$ cat src/rtl/fifo_wr_arbiter_if.sv
// Producer-side bundle between N requesters, the write arbiter and the FIFO write port.
// master drives requests/data/full; slave is the arbiter.
interface fifo_wr_arbiter_if #(
  parameter int unsigned N  = 4,
  parameter int unsigned WL = 8
);
  logic [N-1:0]    req;
  logic [N*WL-1:0] din;
  logic            fifo_full;
  logic [N-1:0]    gnt;
  logic [N-1:0]    ack;
  logic            fifo_wReq;
  logic [WL-1:0]   fifo_din;
  logic            busy;

  modport master (
    output req, din, fifo_full,
    input  gnt, ack, fifo_wReq, fifo_din, busy
  );

  modport slave (
    input  req, din, fifo_full,
    output gnt, ack, fifo_wReq, fifo_din, busy
  );
endinterface

$ cat src/rtl/fifo_wr_arbiter.sv
// Round-robin burst write arbiter feeding a synchronous FIFO write port.
// Optional FIFO_ARB_STALL_CNT_EN adds a saturating full-stall cycle counter.
module fifo_wr_arbiter #(
  parameter int unsigned N     = 4,
  parameter int unsigned WL    = 8,
  parameter int unsigned BURST = 4
) (
  input  logic              CLK,
  input  logic              RST,
`ifdef FIFO_ARB_STALL_CNT_EN
  input  logic              stall_clr,
  output logic [15:0]       stall_cnt,
`endif
  fifo_wr_arbiter_if.slave  bus
);

  localparam int unsigned IW = $clog2(N);
  localparam int unsigned CW = $clog2(BURST + 1);
  localparam logic [CW-1:0] CountLast = CW'(BURST - 1);

  localparam logic [0:0] IDLE  = 1'b0;
  localparam logic [0:0] GRANT = 1'b1;

  logic [0:0]    state_q, state_d;
  logic [N-1:0]  gnt_q, gnt_d;
  logic [CW-1:0] count_q, count_d;
  logic [IW-1:0] last_q, last_d;

  logic [N-1:0]  ack;
  logic [IW-1:0] owner;
  logic [IW-1:0] pick_idx;
  logic          pick_found;
  logic          accepted;
  logic          req_owner;
  logic [WL-1:0] fifo_din_c;

  assign ack       = gnt_q & bus.req & {N{~bus.fifo_full}};
  assign accepted  = |ack;
  assign req_owner = |(gnt_q & bus.req);

  always_comb begin
    owner = '0;
    for (int i = 0; i < N; i++) begin
      if (gnt_q[i]) owner = IW'(i);
    end
  end

  // Scan starts just after the last owner so it becomes lowest priority.
  always_comb begin
    pick_found = 1'b0;
    pick_idx   = '0;
    for (int k = 1; k <= N; k++) begin
      if (!pick_found && bus.req[(int'(last_q) + k) % N]) begin
        pick_found = 1'b1;
        pick_idx   = IW'((int'(last_q) + k) % N);
      end
    end
  end

  always_comb begin
    fifo_din_c = '0;
    for (int i = 0; i < N; i++) begin
      fifo_din_c = fifo_din_c | (bus.din[i*WL +: WL] & {WL{gnt_q[i]}});
    end
  end

  always_comb begin
    state_d = state_q;
    gnt_d   = gnt_q;
    count_d = count_q;
    last_d  = last_q;
    unique case (state_q)
      IDLE: begin
        if (pick_found) begin
          gnt_d           = '0;
          gnt_d[pick_idx] = 1'b1;
          count_d         = '0;
          state_d         = GRANT;
        end
      end
      GRANT: begin
        if ((accepted && count_q == CountLast) || !req_owner) begin
          state_d = IDLE;
          gnt_d   = '0;
          last_d  = owner;
          count_d = '0;
        end else if (accepted) begin
          count_d = count_q + CW'(1);
        end
      end
      default: state_d = IDLE;
    endcase
  end

  always_ff @(posedge CLK) begin
    if (!RST) begin
      state_q <= IDLE;
      gnt_q   <= '0;
      count_q <= '0;
      last_q  <= IW'(N - 1);
    end else begin
      state_q <= state_d;
      gnt_q   <= gnt_d;
      count_q <= count_d;
      last_q  <= last_d;
    end
  end

  assign bus.gnt       = gnt_q;
  assign bus.ack       = ack;
  assign bus.fifo_wReq = accepted;
  assign bus.fifo_din  = fifo_din_c;
  assign bus.busy      = (state_q == GRANT);

`ifdef FIFO_ARB_STALL_CNT_EN
  logic [15:0] stall_q;

  always_ff @(posedge CLK) begin
    if (!RST) begin
      stall_q <= '0;
    end else if (stall_clr) begin
      stall_q <= '0;
    end else if (state_q == GRANT && req_owner && bus.fifo_full && stall_q != 16'hFFFF) begin
      stall_q <= stall_q + 16'd1;
    end
  end

  assign stall_cnt = stall_q;
`endif

endmodule

$ cat src/flat_wrapper.sv
// flat-port wrapper written by rule: the top's interface ports become plain ports
module fifo_wr_arbiter_flat 
#(
  parameter int unsigned N     = 4,
  parameter int unsigned WL    = 8,
  parameter int unsigned BURST = 4
)
  (CLK, RST, bus_req, bus_din, bus_fifo_full, bus_gnt, bus_ack, bus_fifo_wReq, bus_fifo_din, bus_busy);
  fifo_wr_arbiter_if #(.N(N), .WL(WL)) bus_i ();
  input  logic CLK;
  input  logic RST;
  input wire logic [$bits(bus_i.req)-1:0] bus_req;
  input wire logic [$bits(bus_i.din)-1:0] bus_din;
  input wire logic [$bits(bus_i.fifo_full)-1:0] bus_fifo_full;
  output wire logic [$bits(bus_i.gnt)-1:0] bus_gnt;
  output wire logic [$bits(bus_i.ack)-1:0] bus_ack;
  output wire logic [$bits(bus_i.fifo_wReq)-1:0] bus_fifo_wReq;
  output wire logic [$bits(bus_i.fifo_din)-1:0] bus_fifo_din;
  output wire logic [$bits(bus_i.busy)-1:0] bus_busy;
  assign bus_i.req = bus_req;
  assign bus_i.din = bus_din;
  assign bus_i.fifo_full = bus_fifo_full;
  assign bus_gnt = bus_i.gnt;
  assign bus_ack = bus_i.ack;
  assign bus_fifo_wReq = bus_i.fifo_wReq;
  assign bus_fifo_din = bus_i.fifo_din;
  assign bus_busy = bus_i.busy;
  fifo_wr_arbiter #(.N(N), .WL(WL), .BURST(BURST)) u_core (.CLK(CLK), .RST(RST), .bus(bus_i));
endmodule
$ cat config.mk
export PLATFORM = sky130hd
export DESIGN_NAME = fifo_wr_arbiter_flat
export DESIGN_NICKNAME = d
export VERILOG_FILES = /design/src/rtl/fifo_wr_arbiter_if.sv /design/src/rtl/fifo_wr_arbiter.sv /design/src/flat_wrapper.sv
export SDC_FILE = /design/constraint.sdc
export NUM_CORES = 1
export LEC_CHECK = 0
export CAP_MARGIN = 20
export CORE_MARGIN = 2
export CORE_UTILIZATION = 34
export CTS_CLUSTER_SIZE = 12
export DETAILED_ROUTE_END_ITERATION = 12
export GPL_TIMING_DRIVEN = 0
export HOLD_SLACK_MARGIN = 0.06
export PLACE_DENSITY = 0.78
export SETUP_SLACK_MARGIN = 0.02
export SLEW_MARGIN = 20
export SYNTH_ARGS = -nofsm -noshare
export SYNTH_HDL_FRONTEND = slang
export SYNTH_SLANG_ARGS = --single-unit
$ cat constraint.sdc
create_clock -name CLK -period 2 [get_ports CLK]
set_input_delay 0.5 -clock CLK [delete_from_list [all_inputs] [get_ports CLK]]
set_output_delay 0.5 -clock CLK [all_outputs]
set_load 0.01 [all_outputs]
### Word-level counts from Yosys, hierarchy flattened

Cells that the tools add are included.

| operators by class | value |
|---|---|
| add/subtract/negate cells | 5 |
| magnitude comparators | 6 |
| eq/ne operators | 4 |
| multiplexer cells | 31 |
| bitwise logic cells | 11 |
| reduce and logical (&&, ||, !) cells | 15 |

Operators with widths:

| kind | number |
|---|---|
| bitwise AND 8 bit | 4 |
| OR 8 bit | 3 |
| < comparator 2 x 3 -> 1 bit, second input constant | 5 |
| two-way mux 1 bit | 12 |
| two-way mux 2 bit | 6 |
| two-way mux 3 bit | 3 |
| bitwise AND 4 bit | 2 |
| binary-select mux 1 bit (select 2 bit) | 4 |
| two-way mux 4 bit | 2 |
| one-hot mux 4 bit (2 select lines) | 1 |
| OR reduction 4 bit | 2 |
| one-hot mux 3 bit (2 select lines) | 1 |
| AND reduction 2 bit | 3 |
| logical AND 1 bit | 5 |
| adder 2 x 1 -> 2 bit, second input constant | 2 |
| adder 2 bit, second input constant | 2 |
| zero test 1 bit | 4 |
| adder 3 x 1 -> 3 bit, second input constant | 1 |
| equality test 3 x 2 -> 1 bit, second input constant | 1 |
| != test 3 bit, second input constant | 1 |
| demux 1 bit (select 2 bit) | 1 |
| greater-or-equal comparator 2 x 1 -> 1 bit, second input constant | 1 |
| != test 2 x 1 -> 1 bit, second input constant | 1 |
| != test 2 bit, second input constant | 1 |
| 3 further kinds | 4 |

| storage, ports and cells | value |
|---|---|
| register bits after elaboration | 10 |
| bits of input ports | 39 |
| output and inout port bits | 18 |
| logic and storage cells | 76 |

### Depth between registers and ports, before layout

| depth | value |
|---|---|
| depth in word-level cells | 19 |
| gate-level depth with buffers | 6 |
| depth with buffers taken out | 6 |

### Worst setup path before layout

Ideal clock, no wire load.

| path | value |
|---|---|
| path kind | input to register |
| from | input port bus_req[0] |
| to | register u_core.gnt_q[2], in the netlist u_core.bus.gnt[2] |
| arrival time | 1.562 ns |
| data required time | 1.883 ns |
| setup slack | 0.321 ns |
| stages | 4 |
| path buffers | 0 |
| cell sequence | or4_4 -> and2_4 -> and3_1 -> a32o_1 |

| between the ends | value |
|---|---|
| longest elaborated chain between the ends | 18 |
| elaborated cells between the ends (all ways) | 39 |
| those cells by class | order compare (2); eq/ne (2); mux (20); bitwise (2); reduce/logical (13) |

Ends and longest elaborated chain:

| element | line | RTL |
|---|---|---|
| from (decl) | flat_wrapper.sv:12 | `input wire logic [$bits(bus_i.req)-1:0] bus_req;` |
| binary-select mux 1 bit (select 2 bit) | fifo_wr_arbiter.sv:53 | `if (!pick_found && bus.req[(int'(last_q) + k) % N]) begin` |
| two-way mux 1 bit (implied by the code) | fifo_wr_arbiter.sv:53 |  |
| two-way mux 1 bit | fifo_wr_arbiter.sv:53 |  |
| zero test 1 bit | fifo_wr_arbiter.sv:53 |  |
| logical AND 1 bit | fifo_wr_arbiter.sv:53 |  |
| two-way mux 1 bit | fifo_wr_arbiter.sv:53 |  |
| zero test 1 bit | fifo_wr_arbiter.sv:53 |  |
| logical AND 1 bit | fifo_wr_arbiter.sv:53 |  |
| [2 not listed] | -- |  |
| logical AND 1 bit | fifo_wr_arbiter.sv:53 |  |
| two-way mux 2 bit | fifo_wr_arbiter.sv:53 |  |
| < comparator 2 x 3 -> 1 bit (implied by the code) or greater-or-equal comparator 2 x 1 -> 1 bit (tied branches) | fifo_wr_arbiter.sv:76 | `gnt_d[pick_idx] = 1'b1;` |
| logical AND 1 bit (implied by the code) | fifo_wr_arbiter.sv:76 |  |
| two-way mux 1 bit (implied by the code) | fifo_wr_arbiter.sv:76 |  |
| demux 1 bit (select 2 bit) | -- |  |
| two-way mux 4 bit | fifo_wr_arbiter.sv:74 | `if (pick_found) begin` |
| one-hot mux 4 bit (2 select lines) | fifo_wr_arbiter.sv:72 | `unique case (state_q)` |
| to (signal assigned) | fifo_wr_arbiter.sv:103 | `gnt_q <= gnt_d;` |
| to (decl) | fifo_wr_arbiter.sv:25 | `logic [N-1:0] gnt_q, gnt_d;` |

Several ways; a longest one is shown, not always the timed one. The select of a mux whose other input is x is not followed.
A chain may end at the register's enable or synchronous reset.

### Worst setup path in the final report

| path | value |
|---|---|
| from | input port bus_din[18] |
| to | output port bus_fifo_din[2] |

| between the ends | value |
|---|---|
| longest elaborated chain between the ends | 3 |

Ends and longest elaborated chain:

| element | line | RTL |
|---|---|---|
| from (decl) | flat_wrapper.sv:13 | `input wire logic [$bits(bus_i.din)-1:0] bus_din;` |
| bitwise AND 8 bit | fifo_wr_arbiter.sv:63 | `fifo_din_c = fifo_din_c \| (bus.din[i*WL +: WL] & {WL{gnt_q[i]}});` |
| OR 8 bit (2 in series) | fifo_wr_arbiter.sv:63 |  |
| to (decl) | flat_wrapper.sv:18 | `output wire logic [$bits(bus_i.fifo_din)-1:0] bus_fifo_din;` |

Every way passes these cells.

==> run metrics <==
row cnt=17; cell area after technology mapping=around 780 sq um; total of flip-flops plus latches after synthesis=10; number of placed cells counting well taps=187; number of global-route vias before repair=slightly above 1000; Final HPWL DP=2.141 mm; Total GRT Usage=a little over a fifth; clock latency on the worst-skew pair=roughly 0.28 ns; share of the synthesized area in the top cell type=25.56%; Fin Clk Skew=roughly 0.0035 ns; Fmax=~510 MHz; max-slew violation total from the final report=0; filler cell count in the final layout=roughly 180; final instance area=about 1500 sq um; slack of the critical path=approximately 0.047 ns; number of antenna violations at the first check in global routing=0; portion of the post-synthesis area used by sequential elements=25.56%; Post-synth ARST share=0%; TritonCTS Sinks=10; clock tree from TritonCTS=yes; synth top area cells=sky130_fd_sc_hd__dfxtp_1, sky130_fd_sc_hd__a22oi_1, sky130_fd_sc_hd__nand2_1, sky130_fd_sc_hd__nor2_1, sky130_fd_sc_hd__a32o_1; worst min-delay path category=reg -> reg; wire per inst=15.08 um; critical path, cell by cell=clkdlybuf4s50_1 > a22oi_2 > nand2_1 > dlygate4sd2_1; most used flip-flop cell after synthesis=sky130_fd_sc_hd__dfxtp_1; clock input transition at the sequential cells of the worst setup and hold paths=approximately 0.07 ns; nets@finish=between 200 and 250; fraction of final layout cells with drive strength greater than 1=16.46%; Least-Margin Pin Slew=0.5200 ns; total number of vias=1087; CTS max path bufs=2; element type at the critical path end=output pin; number of buffers added by the clock tree synthesis step=3; Syn Nets=145; effective utilization at floorplan=between 30% and 40%; Final TNS setup=0 ns; aggregate routed wire length=roughly 2.9 mm; first-pass GRT wire length=roughly 4.4 mm; I/O Buffers=55; H-tree depth=1; critical path launch point type=input pin; category of the most critical setup path=in -> out; Final Non-Filler Cells=between 150 and 200; Maximum Capacitance Violations=0; arrival time at the worst endpoint=between 1 and 1.5 ns; met3 layer usage reported by global route=roughly 5.2%; Die Width=about 52 um; pin count of the biggest net entering global routing=11; DRC=0; leading cell types by count after synthesis=sky130_fd_sc_hd__a22oi_1, sky130_fd_sc_hd__nand2_1, sky130_fd_sc_hd__nor2_1; worst slew margin relative to its limit=around two thirds; aggregate global routing overflow=0; Vert. Die Dim=52.00 um; total of endpoints with negative setup slack in the final report=0; share of the cycle needed by the critical path after routing=97.66%; Ant. Diodes=0; status=finished, final reports clean; Power per Cell Area=approximately 500 nW/um^2; Max stage delay cell, worst path=sky130_fd_sc_hd__clkdlybuf4s50_1; standard cell area after detailed placement=approximately 1400 sq um; count of final hold-check violations=0; overall power consumption=0.7459 mW; data required time of the worst path=1.50 ns; dominant cell by count in the synthesized netlist=sky130_fd_sc_hd__a22oi_1; busiest layer in global routing=met2; post-synthesis area per instance=roughly 7.5 sq um; maximum fanout encountered on the critical timing path=1; leakage power summed over all cells=about 0.65 nW; pre-CTS WS=-0.7150 ns; EDFF count, synth=0; gate count after technology mapping=approximately 100; yosys warns=0; global placer's final weighted congestion=roughly 0.86; CTS Hold Buffers Added=0; area enclosed by the die boundary=2703 sq um; core box area=approximately 2200 sq um; number of DRC violations after detailed-routing iteration 0=30; Unique masters post-synth=33; Syn-to-layout area delta=89.46%; top-level port count=between 50 and 60; critical path's largest stage delay=0.43 ns; DRT Pass-1 Iters=5; Tmin final=1.953 ns; peak supply drop=about 0.45 mV; most area-hungry cell type in the Yosys netlist=sky130_fd_sc_hd__dfxtp_1; Clock Tree Root=sky130_fd_sc_hd__clkbuf_4; Detail Route Antenna Nets=0; global routing met1 resource utilization=23.95%; met2 usage=between 30% and 40%; vias per cell=5.661
per-stage QoR:
step	hold WS [ns]	utilization, %
global placement	0.4528	62.48
detailed placement	0.4573	62.48
floorplan	0.4443	-
finish	0.4723	67.73
CTS	0.4741	65.91
global route	0.5029	67.73
cells in the final DEF, fill, tap and decap left out, types with 2 or more instances in the layout:
master	n
sky130_fd_sc_hd__inv_1	6
sky130_fd_sc_hd__a32o_2	2
sky130_fd_sc_hd__nor2_1	13
sky130_fd_sc_hd__clkdlybuf4s15_2	3
sky130_fd_sc_hd__dfxtp_1	10
sky130_fd_sc_hd__clkbuf_8	4
sky130_fd_sc_hd__a32o_1	3
sky130_fd_sc_hd__clkdlybuf4s50_1	37
sky130_fd_sc_hd__clkdlybuf4s15_1	5
sky130_fd_sc_hd__nand2b_1	3
sky130_fd_sc_hd__clkbuf_4	4
sky130_fd_sc_hd__ha_1	2
sky130_fd_sc_hd__a22oi_2	7
sky130_fd_sc_hd__a21oi_1	3
sky130_fd_sc_hd__nand3_1	2
sky130_fd_sc_hd__dlygate4sd2_1	10
sky130_fd_sc_hd__o21ai_0	3
sky130_fd_sc_hd__clkbuf_1	2
sky130_fd_sc_hd__nand2_1	14
sky130_fd_sc_hd__a22oi_1	9
sky130_fd_sc_hd__nor3_1	2
worst max-delay path: cells and delay by family:
family,cells,cell delay (ns)
AOI/OAI and AO/OA,1,0.18
buffers and inverters,2,0.71
and+or+nand+nor,1,0.06
cell type report:
cell class | count | area (sq um) | area share (%)
clock buffers | 4 | 36.28 | 2.445
well taps | 28 | 35.03 | 2.361
multi-input cells | 82 | 584.3 | 39.38
repair buffers | 56 | 549.3 | 37.02
inverters | 6 | 22.52 | 1.518
flip-flops and latches | 10 | 200.2 | 13.49
plain buffers | 6 | 56.30 | 3.794
where the power goes:
part	internal [mW]	total, mW	switching, mW	leakage [nW]
combinational	0.182	0.326	0.145	0.542
sequential	0.213	0.228	0.0147	0.0818
clock	0.111	0.192	0.0808	0.0210
final timing paths:
check             slack, ns                           start  cells past startpoint                        endpoint
hold reg to reg        0.47  u_core.count_q[2]$_SDFFE_PN0P_                      1  u_core.count_q[2]$_SDFFE_PN0P_
setup reg to reg       0.38   u_core.last_q[1]$_SDFFE_PN1P_                      5  u_core.bus.gnt[3]$_SDFFE_PN0P_
setup / recovery       0.05                     bus_din[18]                      4                 bus_fifo_din[2]
hold / removal         0.47  u_core.count_q[2]$_SDFFE_PN0P_                      1  u_core.count_q[2]$_SDFFE_PN0P_
flip-flops by register name, summed over array words and instances (netlist names):
register	cells
u_core.bus.busy	1
u_core.last_q	2
u_core.count_q	3
u_core.bus.gnt	4
logic make-up (layout without fill, tap and decap cells):
logic type                 Yosys count  in the layout  share of synthesized area [%]
DFF                                 10             10                          25.56
adders and majority gates            2              2                          3.194
and+or+nand+nor                     41             41                          25.72
buffers and inverters               12             72                          5.750
muxes                                1              1                          1.278
AOI/OAI and AO/OA                   38             38                          38.50
metal layers:
layer / wire length [um] / vias up
met3: 277 / 5
met4: 42 / 0
met2: 1303 / 68
met5: 0 / -
met1: 1273 / 498
li1: - / 516
what timing repair did:
action / in CTS / in global routing
buffers inserted: 1 / 0
pin swaps: 1 / 4
resized for setup: 37 / 11
endpoints found under the setup margin: 17 / 9
Power figures use the tool's default switching activity.
==> patch: new RTL, same flow settings <==
`WL` is set to 8 in 3 places; all go to 7.
--- a/src/rtl/fifo_wr_arbiter_if.sv
+++ b/src/rtl/fifo_wr_arbiter_if.sv
@@ -2,7 +2,7 @@
 // master drives requests/data/full; slave is the arbiter.
 interface fifo_wr_arbiter_if #(
   parameter int unsigned N  = 4,
-  parameter int unsigned WL = 8
+  parameter int unsigned WL = 7
 );
   logic [N-1:0]    req;
   logic [N*WL-1:0] din;
--- a/src/rtl/fifo_wr_arbiter.sv
+++ b/src/rtl/fifo_wr_arbiter.sv
@@ -2,7 +2,7 @@
 // Optional FIFO_ARB_STALL_CNT_EN adds a saturating full-stall cycle counter.
 module fifo_wr_arbiter #(
   parameter int unsigned N     = 4,
-  parameter int unsigned WL    = 8,
+  parameter int unsigned WL    = 7,
   parameter int unsigned BURST = 4
 ) (
   input  logic              CLK,
--- a/src/flat_wrapper.sv
+++ b/src/flat_wrapper.sv
@@ -2,7 +2,7 @@
 module fifo_wr_arbiter_flat 
 #(
   parameter int unsigned N     = 4,
-  parameter int unsigned WL    = 8,
+  parameter int unsigned WL    = 7,
   parameter int unsigned BURST = 4
 )
   (CLK, RST, bus_req, bus_din, bus_fifo_full, bus_gnt, bus_ack, bus_fifo_wReq, bus_fifo_din, bus_busy);
Ports: changed (resized bus_din and bus_fifo_din); port bits go from 57 to 52. No check against the original RTL was run, so the function may have changed too.
==> patch against the original RTL <==
Total power decreased by 4.8%. Sequential cell count unchanged. Synthesized area down 4.5%. Count of clock-buffer cells in the layout unchanged. Combinational power fell by 8.6%. Worst setup slack improved by 0.0048 ns. Wire length decreased by 12%. Design area shrank 7.4%. Sequential share of layout area up 1.1 points. Largest power group unchanged. Highest routed layer unchanged.
==> patch: results <==
set metrics [dict create \
    status "completed" \
    seq_power_mw 0.230 \
    synthXorXnorAreaFrac_pct 0 \
    preCtsSetupSlack_ns -0.643 \
    yosys_most_used_dff "dfxtp_1" \
    critPathTopFamily "buffers and inverters" \
    postSynthCellCount 97 \
    yosys.area_share.adder_pct 3.34 \
    synth-compound-area-share_pct 38.8 \
    final_nets 191 \
    cp_max_fo 1 \
    use_met1_pct 22.5 \
    ys_top_cells_by_area "dfxtp_1 (27%), a22oi_1 (14%), nand2_1 (7.0%)" \
    p_leak_nw 0.608 \
    r2r_slack_ns 0.36 \
    tightest_slew_ns 0.455 \
    grt_max_degree 11 \
    synth.distinct_cells 33 \
    grt_pass1_vias 920 \
    drt_pass1_iterations 4 \
    min_period_over_period_pct 97.4 \
    synthMuxAreaShare_pct 1.34 \
    grt_pass1_wl_um 4070 \
    fin_worst_skew_ns 0.00134 \
    dpl_cell_area_um2 1290 \
    ys_seq_area_share_pct 26.8 \
    power.switching_mw 0.216 \
    antenna_found_initial 0 \
    use_met2_pct 36.4 \
    port_buffers 51 \
    totalWireLength_um 2560 \
    fill_cells 175 \
    dp_cells 175 \
    combPwrFrac_pct 42.0 \
    clock_latency_ns 0.26 \
    grtUsageTotal_pct 19.8 \
    min_path_type "flip-flop to flip-flop" \
    async_flop_share_pct 0 \
    via_count 992 \
    slowest_delay_ns 0.42 \
    hold-worst-slack_ns 0.470 \
    vdd_drop_max_v 0.000422 \
    synth_warnings 0 \
    via_per_inst 5.51 \
    gp_congestion 0.817 \
    syn-num-nets 134 \
    post-dp-hpwl_um 1920 \
    drive_above_1_share_pct 17.0 \
    dr.first_iter.drc_count 7 \
    total_power_mw 0.710 \
    path_clk_slew_ns 0.07 \
    synth_common_cells "a22oi_1 (14), nand2_1 (14), dfxtp_1 (10), nor2_1 (8), a21oi_1 (5)" \
    use_met3_pct 6.43 \
]
-- patch: timing repair --
action                     in CTS  in global routing
buffers inserted                0                  1
pin swaps                       1                  1
setup endpoints to repair      19                  8
resized for setup              27                 15
-- patch: path summary, 6_finish.rpt --
path / start / to / depth (start not counted)
worst min register to register: u_core.count_q[2] / u_core.count_q[2] / 1
worst min-delay path: u_core.count_q[2] / u_core.count_q[2] / 1
worst max register to register: u_core.bus.gnt[0] / u_core.count_q[1] / 5
worst max-delay path: bus_din[15] / bus_fifo_din[1] / 4
-- patch: area by class of cell --
cell class                      instances  area, µm²  share of cell area, %
Tap cell                               27       33.8                   2.46
Sequential cell                        10        200                   14.6
Clock buffer                            4       36.3                   2.64
Multi-Input combinational cell         78        538                   39.2
Inverter                                4       15.0                   1.09
Buffer                                  5       40.0                   2.91
Timing Repair Buffer                   52        510                   37.2
-- patch: metal layers --
layer / up-vias / wire, µm
li1: 477 / -
met1: 466 / 1080
met2: 46 / 1180
met3: 3 / 278
met4: 0 / 12
met5: - / 0
